--- config.mk ---
export PLATFORM = sky130hd
export DESIGN_NAME = uart_tx_fifo
export DESIGN_NICKNAME = d
export VERILOG_FILES = /design/src/rtl/uart_pkg.sv /design/src/rtl/sync_fifo.sv /design/src/rtl/uart_tx_fifo.sv
export SDC_FILE = /design/constraint.sdc
export NUM_CORES = 1
export LEC_CHECK = 0
export ABC_AREA = 0
export BUFFER_PORTS_ARGS = -buffer_cell sky130_fd_sc_hd__buf_2
export CORE_UTILIZATION = 40
export DETAILED_ROUTE_END_ITERATION = 6
export PLACE_DENSITY_LB_ADDON = 0.15
export SYNTH_ARGS = -nofsm -noshare
export SYNTH_HDL_FRONTEND = slang
export SYNTH_SLANG_ARGS = --single-unit
--- constraint.sdc ---
create_clock -name clk -period 5.4 [get_ports clk]
set_input_delay 0.54 -clock clk [delete_from_list [all_inputs] [get_ports clk]]
set_output_delay 0.54 -clock clk [all_outputs]
set_load 0.03 [all_outputs]
--- src/rtl/uart_pkg.sv ---
// rtl/uart_pkg.sv - UART register offsets and TX state encoding shared by TX and RX controllers
package uart_pkg;

  localparam logic [1:0] REG_TXDATA = 2'd0;
  localparam logic [1:0] REG_STATUS = 2'd1;
  localparam logic [1:0] REG_CTRL   = 2'd2;

  typedef enum logic [1:0] {
    ST_IDLE  = 2'd0,
    ST_START = 2'd1,
    ST_DATA  = 2'd2,
    ST_STOP  = 2'd3
  } tx_state_t;

endpackage

--- src/rtl/sync_fifo.sv ---
// rtl/sync_fifo.sv - circular-buffer FIFO with flush; a push into a full FIFO is taken when a pop coincides
module sync_fifo #(
  parameter int WIDTH = 8,
  parameter int DEPTH = 16
) (
  input  logic                     clk,
  input  logic                     resetn,
  input  logic                     push,
  input  logic                     pop,
  input  logic                     flush,
  input  logic [WIDTH-1:0]         wdata,
  output logic [WIDTH-1:0]         rdata,
  output logic                     full,
  output logic                     empty,
  output logic [$clog2(DEPTH):0]   level
);

  localparam int AW = $clog2(DEPTH);

  logic [WIDTH-1:0] mem [DEPTH];
  logic [AW:0]      wr_count;
  logic [AW:0]      rd_count;
  logic             wr_en;
  logic             rd_en;

  assign level = wr_count - rd_count;
  assign full  = (level == (AW+1)'(DEPTH));
  assign empty = (level == '0);
  assign rdata = mem[rd_count[AW-1:0]];

  // flush outranks both push and pop in the same cycle
  assign rd_en = pop && !empty && !flush;
  assign wr_en = push && !flush && (!full || rd_en);

  always_ff @(posedge clk or negedge resetn) begin
    if (!resetn) begin
      wr_count <= '0;
      rd_count <= '0;
    end else if (flush) begin
      rd_count <= wr_count;
    end else begin
      if (wr_en) wr_count <= wr_count + 1'b1;
      if (rd_en) rd_count <= rd_count + 1'b1;
    end
  end

  always_ff @(posedge clk) begin
    if (wr_en) mem[wr_count[AW-1:0]] <= wdata;
  end

endmodule

--- src/rtl/uart_tx_fifo.sv ---
// rtl/uart_tx_fifo.sv - memory-mapped 8N1 UART transmitter fed from a TX FIFO
module uart_tx_fifo
  import uart_pkg::*;
#(
  parameter int CLKS_PER_BIT = 234,
  parameter int FIFO_DEPTH   = 16,
  parameter int CNT_W        = $clog2(FIFO_DEPTH) + 1
) (
  input  logic        clk,
  input  logic        resetn,
  input  logic        wen,
  input  logic        ren,
  input  logic [1:0]  address,
  input  logic [31:0] data_in,
  output logic [31:0] data_out,
  output logic        uart_tx,
  output logic        tx_busy
);

  localparam int BW = (CLKS_PER_BIT > 2) ? $clog2(CLKS_PER_BIT) : 1;

  tx_state_t        state, state_n;
  logic [BW-1:0]    baud_cnt, baud_n;
  logic [2:0]       bit_idx, bit_n;
  logic [7:0]       shift_reg, shift_n;
  logic             tx_n;
  logic             overflow;

  logic             push_req, flush_req, ovf_clr, status_rd;
  logic             pop, can_pop, baud_last, tx_active;
  logic             fifo_full, fifo_empty;
  logic [7:0]       fifo_rdata;
  logic [CNT_W-1:0] fifo_level;
  logic [5:0]       level6;
  logic             unused_data;

  assign push_req    = wen && (address == REG_TXDATA);
  assign flush_req   = wen && (address == REG_CTRL) && data_in[0];
  assign ovf_clr     = wen && (address == REG_CTRL) && data_in[1];
  assign status_rd   = ren && (address == REG_STATUS);
  assign unused_data = ^data_in[31:8];

  assign can_pop   = !fifo_empty && !flush_req;
  assign baud_last = (baud_cnt == BW'(CLKS_PER_BIT - 1));
  assign tx_active = (state != ST_IDLE);
  assign tx_busy   = tx_active || !fifo_empty;
  assign level6    = 6'(fifo_level);

  sync_fifo #(.WIDTH(8), .DEPTH(FIFO_DEPTH)) u_fifo (
    .clk    (clk),
    .resetn (resetn),
    .push   (push_req),
    .pop    (pop),
    .flush  (flush_req),
    .wdata  (data_in[7:0]),
    .rdata  (fifo_rdata),
    .full   (fifo_full),
    .empty  (fifo_empty),
    .level  (fifo_level)
  );

  always_comb begin
    state_n = state;
    baud_n  = baud_cnt;
    bit_n   = bit_idx;
    shift_n = shift_reg;
    pop     = 1'b0;
    case (state)
      ST_IDLE: begin
        if (can_pop) begin
          pop     = 1'b1;
          shift_n = fifo_rdata;
          baud_n  = '0;
          state_n = ST_START;
        end
      end
      ST_START: begin
        if (baud_last) begin
          baud_n  = '0;
          bit_n   = '0;
          state_n = ST_DATA;
        end else begin
          baud_n = baud_cnt + 1'b1;
        end
      end
      ST_DATA: begin
        if (baud_last) begin
          baud_n  = '0;
          shift_n = {1'b0, shift_reg[7:1]};
          if (bit_idx == 3'd7) state_n = ST_STOP;
          else                 bit_n   = bit_idx + 1'b1;
        end else begin
          baud_n = baud_cnt + 1'b1;
        end
      end
      ST_STOP: begin
        if (baud_last) begin
          baud_n = '0;
          // next byte starts straight after the stop bit, no idle gap
          if (can_pop) begin
            pop     = 1'b1;
            shift_n = fifo_rdata;
            state_n = ST_START;
          end else begin
            state_n = ST_IDLE;
          end
        end else begin
          baud_n = baud_cnt + 1'b1;
        end
      end
      default: state_n = ST_IDLE;
    endcase

    // line level is a function of the next state so uart_tx comes straight from a flop
    case (state_n)
      ST_START: tx_n = 1'b0;
      ST_DATA:  tx_n = shift_n[0];
      default:  tx_n = 1'b1;
    endcase
  end

  always_ff @(posedge clk or negedge resetn) begin
    if (!resetn) begin
      state     <= ST_IDLE;
      baud_cnt  <= '0;
      bit_idx   <= '0;
      shift_reg <= '0;
      uart_tx   <= 1'b1;
    end else begin
      state     <= state_n;
      baud_cnt  <= baud_n;
      bit_idx   <= bit_n;
      shift_reg <= shift_n;
      uart_tx   <= tx_n;
    end
  end

  always_ff @(posedge clk or negedge resetn) begin
    if (!resetn) begin
      overflow <= 1'b0;
      data_out <= '0;
    end else begin
      if (push_req && !flush_req && fifo_full && !pop) overflow <= 1'b1;
      else if (ovf_clr || status_rd)                   overflow <= 1'b0;
      if (ren) begin
        if (address == REG_STATUS)
          data_out <= {22'b0, overflow, tx_active, fifo_full, fifo_empty, level6};
        else
          data_out <= '0;
      end
    end
  end

endmodule
# After elaboration in Yosys (flattened, before gate mapping)

Memories as Yosys holds them, arrays and structs flattened.
Cells that the tools add are included.

$add $sub $neg: 5
Equality and inequality tests: 15
Muxes and demuxes: 29
Bitwise gates (word level): 1
Reduce and logical (&&, ||, !) cells: 31

Operators with widths:

| operator                                                         | number |
|---|---|
| 8-bit two-way mux                                                | 5 |
| 8-bit case mux with 3 select lines                               | 1 |
| 8-bit case mux with 2 select lines                               | 1 |
| 1-bit logical AND                                                | 12 |
| 5-bit by 1-bit adder with 5-bit output (second input constant)   | 2 |
| 10-bit two-way mux                                               | 1 |
| 2-bit two-way mux                                                | 5 |
| 5-bit two-way mux                                                | 2 |
| 2-bit != test (second input constant)                            | 5 |
| 3-bit two-way mux                                                | 3 |
| 8-bit by 1-bit adder with 8-bit output (second input constant)   | 1 |
| 2-bit == test (second input constant)                            | 4 |
| 8-bit == test (second input constant)                            | 1 |
| 2-bit case mux with 4 select lines                               | 1 |
| 2-bit nonzero test                                               | 4 |
| 1-bit two-way mux                                                | 7 |
| 2-bit by 1-bit == test with 1-bit output (second input constant) | 3 |
| 3-bit case mux with 2 select lines                               | 1 |
| 5-bit == test (second input constant)                            | 1 |
| 5-bit zero test                                                  | 1 |
| 5-bit subtractor                                                 | 1 |
| 1-bit zero test                                                  | 4 |
| 2-bit zero test                                                  | 2 |
| 1-bit case mux with 2 select lines                               | 2 |
| 9 further kinds                                                  | 11 |

Flip-flop bits (word level): 65
Memory bits (writable): 128
Input port bits: 38
Memories kept: 1

Memory list:

| memory     | words | bits a word | read ports | clocked after memory_dff | write ports | line            | text |
|---|---|---|---|---|---|---|---|
| u_fifo.mem | 16    | 8           | 1          | 0                        | 1           | sync_fifo.sv:20 | `logic [WIDTH-1:0] mem [DEPTH];` |

# Depth between registers and ports, before layout

Depth in word-level cells: 14
Gate-level depth with buffers: 12
Depth with buffers taken out: 10

# Hierarchy

A second synthesis with hierarchy kept.

Cell total of the unflattened synthesis: 487
Area total of the unflattened synthesis: 7699.9 sq um

By module, submodules not included:

| module       | instances | cells each | area each (sq um) | seq. area each (sq um) |
|---|---|---|---|---|
| sync_fifo    | 1         | 287        | 5698.0            | 4093.9 |
| uart_tx_fifo | 1         | 200        | 2001.9            | 802.0 |

# Worst setup path before layout

No wires, ideal clock.

Path type: reg-to-reg
Start point: reg u_fifo.wr_count[0]
End point: mem u_fifo.mem[3][0], enable pin
Data arrival time: 3.301 ns
Data required time: 5.017 ns
Setup slack: 1.715 ns
Stages on the path, launching flop included: 11
Buffers on the path: 0
Clock period less this slack: 3.685 ns
Cell sequence: dfrtp_1 -> inv_1 -> ha_1 -> fa_1 -> nand2b_1 -> a21oi_1 -> xor2_1 -> a2111o_1 -> a31oi_4 -> nand2_1 -> nor3_1

Longest elaborated chain between the ends: 13

Ends and longest elaborated chain:

| element                                 | line                                    | text |
|---|---|---|
| start, declared                         | sync_fifo.sv:21                         | `logic [AW:0] wr_count;` |
| start signal, assigned                  | sync_fifo.sv:42                         | `if (wr_en) wr_count <= wr_count + 1'b1;` |
| 5-bit subtractor                        | sync_fifo.sv:26                         | `assign level = wr_count - rd_count;` |
| 5-bit zero test                         | sync_fifo.sv:28                         | `assign empty = (level == '0);` |
| 1-bit zero test                         | sync_fifo.sv:32, uart_tx_fifo.sv:43     |  |
| 1-bit logical AND                       | uart_tx_fifo.sv:43                      | `assign can_pop = !fifo_empty && !flush_req;` |
| 1-bit two-way mux                       | uart_tx_fifo.sv:70, uart_tx_fifo.sv:100 |  |
| 1-bit two-way mux                       | uart_tx_fifo.sv:97                      | `if (baud_last) begin` |
| 1-bit case mux with 2 select lines      | uart_tx_fifo.sv:68                      | `case (state)` |
| 1-bit logical AND (2 in series)         | sync_fifo.sv:32                         | `assign rd_en = pop && !empty && !flush;` |
| 1-bit logical OR                        | sync_fifo.sv:33                         | `assign wr_en = push && !flush && (!full \|\| rd_en);` |
| 1-bit logical AND                       | sync_fifo.sv:33                         |  |
| 1-bit two-way mux                       | sync_fifo.sv:48                         | `if (wr_en) mem[wr_count[AW-1:0]] <= wdata;` |
| 1-bit two-way mux (not written as such) | sync_fifo.sv:48                         |  |
| end, declared                           | sync_fifo.sv:20                         |  |

Parallel ways exist; a longest one is shown, timed or not.

# Worst setup path in the final report

Start point: reg u_fifo.wr_count[0]
End point: mem u_fifo.mem[7][4], enable pin

Same word-level chain as after synthesis.

==> summary.md <==
| Metric | Value |
|---|---|
| Layout area overhead | `11.63%` |
| Die H | `139.6 µm` |
| Final HPWL DP | `9594 µm` |
| Total global routing overflow | `0` |
| Final Skew | `13.03 ps` |
| WS Path Type | `register to register` |
| Max frequency | `0.2372 GHz` |
| PD cells | `442.3 nW/µm²` |
| Peak supply drop | `0.0002338 V` |
| CTS tree | `built` |
| Worst skew pair latency | `420 ps` |
| Core box area | `18270 µm²` |
| Synth area leader | `edfxtp_1` |
| Critical path data required time | `5440 ps` |
| CTS Sinks | `170` |
| Most Used Layer, Global Route | `met2` |
| Place WS | `1141 ps` |
| Crit path cell chain | `inv_1, ha_1, fa_1, nand2b_1, a21oi_1, xor2_1, a2111o_1, a31oi_4, nand2_1, nor2_1` |
| Synth top area cells | `edfxtp_1 51%, dfrtp_1 14%, mux4_2 12%` |
| Post-route setup slack | `1184 ps` |
| Critical Path End Type | `register` |
| # setup viols final | `0` |
| CP Buf/Inv Count | `1` |
| Post-synthesis sequential area ratio | `64.62%` |
| Initial Util | `41.47%` |
| Vias post-DR | `4018` |
| Drt drc | `0` |
| Root buf cell | `clkbuf_16` |
| CTS Hold Bufs | `0` |
| Routing usage on met1 | `21.09%` |
| CP max-delay cell | `nor2_1` |
| Outcome | `complete, no violations` |
| Post-CTS Setup Inserts | `0` |
| First-pass GRT wire length | `23240 µm` |
| Synthesized area per cell | `15.75 µm²` |
| Crit path max-delay family | `compound AO/OA/AOI/OAI gates` |
| Pleak | `3.062 nW` |
| CP Data Arrival Time | `4260 ps` |
| Drt pass-1 iters | `5` |
| Layout cells sized above 1 | `22.33%` |
| Inserted Clock Buffers | `17` |
| Worst setup SP type | `register` |
| Number of global-route vias before repair | `4133` |
| Finished Core Util | `46.29%` |
| Die area | `19490 µm²` |
| R2r endpoint | `u_fifo.mem[7][4]` |
| R2r startpoint | `u_fifo.wr_count[0]` |
| Ys Warns | `0` |
| Iteration-0 DRC count of the detailed router | `214` |
| Crit path time final | `4216 ps` |
| Post-DRT Antenna Nets | `0` |
| Clock transition at the registers of the reported paths | `60 ps` |
| Setup Total Neg Slack | `0 ps` |
| Wire length per cell | `19.14 µm` |
| Crit-path max FO | `9` |
| Crit path largest cell delay | `770 ps` |
| Largest net degree at the start of global routing | `43` |
| Max_slew headroom | `35.49%` |
| Placed cells | `722` |
| Final Hold Fails | `0` |
| Die width | `139.6 µm` |
| #FFs+latches synth | `170` |
| IO buf count | `24` |
| Main flop type after synthesis | `edfxtp_1` |
| Final non-filler cell total | `753` |
| Max-cap violations | `0` |
| Antenna diodes | `0` |
| Number of synthesized flops with an enable pin | `128` |
| CTS max path bufs | `2` |
| Min-delay worst type | `input pin to async pin` |
| Tot GR Track Use | `16.12%` |
| Met2 GRT Util | `26.58%` |
| R2R Setup Slk | `1180 ps` |
| Placement Rows | `49` |
| Nets | `568` |
| IO Count | `72` |
| Post-Route WL | `14410 µm` |
| Drt via density | `5.336` |
| Reg2Reg Depth | `10` |
| Final Cycle Share | `78.07%` |
| Gate Count Post-Synth | `481` |
| Top cell type's share of synthesized area | `50.73%` |
| Netlist cell types | `57` |
| Slew Limit Fails | `0` |
| Synth async-reset ratio | `24.71%` |
| Worst-Margin Slew | `967.6 ps` |
| CTS resizes | `0` |
| Synth Cell Area | `7576 µm²` |
| GP Congestion | `0.7811` |
| RSZ-0062 raised after global routing | `false` |
| Max FFs per register | `128` |
| Pwr Total | `0.003741 W` |
| Met3 usage | `4.026%` |
| Initial antenna violation count | `0` |
| CTS H-tree depth | `4` |
-- metal layers --
metal | vias to the layer above | share of wire, %
li1 | 1878 | -
met1 | 2055 | 45
met2 | 77 | 49
met3 | 8 | 4.2
met4 | 0 | 0.94
met5 | - | 0
-- cell families after synthesis --
family | synth area share, %
other | 0.04950
AOI/OAI and AO/OA | 7.151
muxes | 12.98
and+or+nand+nor | 6.293
xor gates and xnor gates | 1.371
adders and majority gates | 3.072
buffers and inverters | 4.459
DFF | 64.62
-- synth_stat cells (3+ instances only) --
cell / instances
edfxtp_1: 128
dfrtp_1: 41
mux4_2: 40
nor2_1: 29
nand2_1: 25
buf_4: 23
inv_1: 23
ha_1: 17
o21ai_0: 17
a21oi_1: 14
clkbuf_1: 12
o22ai_1: 10
o31ai_1: 10
nand3_1: 7
xnor2_1: 7
a22oi_1: 6
mux2i_1: 6
nor3_1: 6
buf_2: 5
nand2b_1: 5
a221o_1: 3
and3_1: 3
nand4_1: 3
nand4b_1: 3
xor2_1: 3
-- cell type report --
type	count	area [µm²]
inverter	24	90.09
timing repair buffer	31	172.7
sequential	170	4897
clock inverter	14	160.2
tap	229	286.5
multi-input combinational	268	2425
clock buffer	17	425.4
fill	1581	9813
-- worst max-delay path by stage --
stage / from / end / slack [ps] / cells past startpoint
after global routing: u_fifo.wr_count[0] / u_fifo.mem[7][4] / 880 / 10
after global placement: u_fifo.wr_count[0] / u_fifo.mem[7][3] / 1230 / 10
after floorplan: u_fifo.wr_count[0] / u_fifo.mem[3][0] / 1720 / 10
after detailed placement: u_fifo.wr_count[0] / u_fifo.mem[7][3] / 1140 / 10
final: u_fifo.wr_count[0] / u_fifo.mem[7][4] / 1180 / 10
after CTS: u_fifo.wr_count[0] / u_fifo.mem[7][7] / 1130 / 10
-- cell usage in the layout (no fill, tap or decap), types with 3 or more instances in the layout --
| master | count |
|---|---|
| buf_4 | 7 |
| clkbuf_16 | 17 |
| xor2_1 | 3 |
| o31ai_1 | 10 |
| a22oi_1 | 6 |
| nor2_1 | 29 |
| xnor2_1 | 7 |
| nand2b_1 | 5 |
| nand3_1 | 7 |
| conb_1 | 23 |
| a21oi_1 | 14 |
| nand2_1 | 25 |
| inv_1 | 23 |
| edfxtp_1 | 128 |
| nand4_1 | 3 |
| and3_1 | 3 |
| mux4_2 | 40 |
| nor3_1 | 6 |
| o22ai_1 | 10 |
| mux2i_1 | 6 |
| inv_6 | 4 |
| inv_8 | 3 |
| dfrtp_1 | 40 |
| buf_2 | 24 |
| o21ai_0 | 17 |
| nand4b_1 | 3 |
| a221o_1 | 3 |
| ha_1 | 17 |
-- through the flow --
step           hold WS [ps]  cell area, µm²
2_1_floorplan         244.4            7659
3_3_place_gp          479.0            7871
3_5_place_dp          493.6            7871
4_1_cts               303.1            8457
5_1_grt               353.2            8457
6_report              282.1            8457
-- power breakdown --
part / switching, W / leakage [nW] / internal (W)
logic: 0.000546 / 1.12 / 0.000420
clock network: 0.000521 / 0.282 / 0.000691
registers: 0.0000785 / 1.66 / 0.00148
Note: power is estimated with default switching activity, not from simulation.
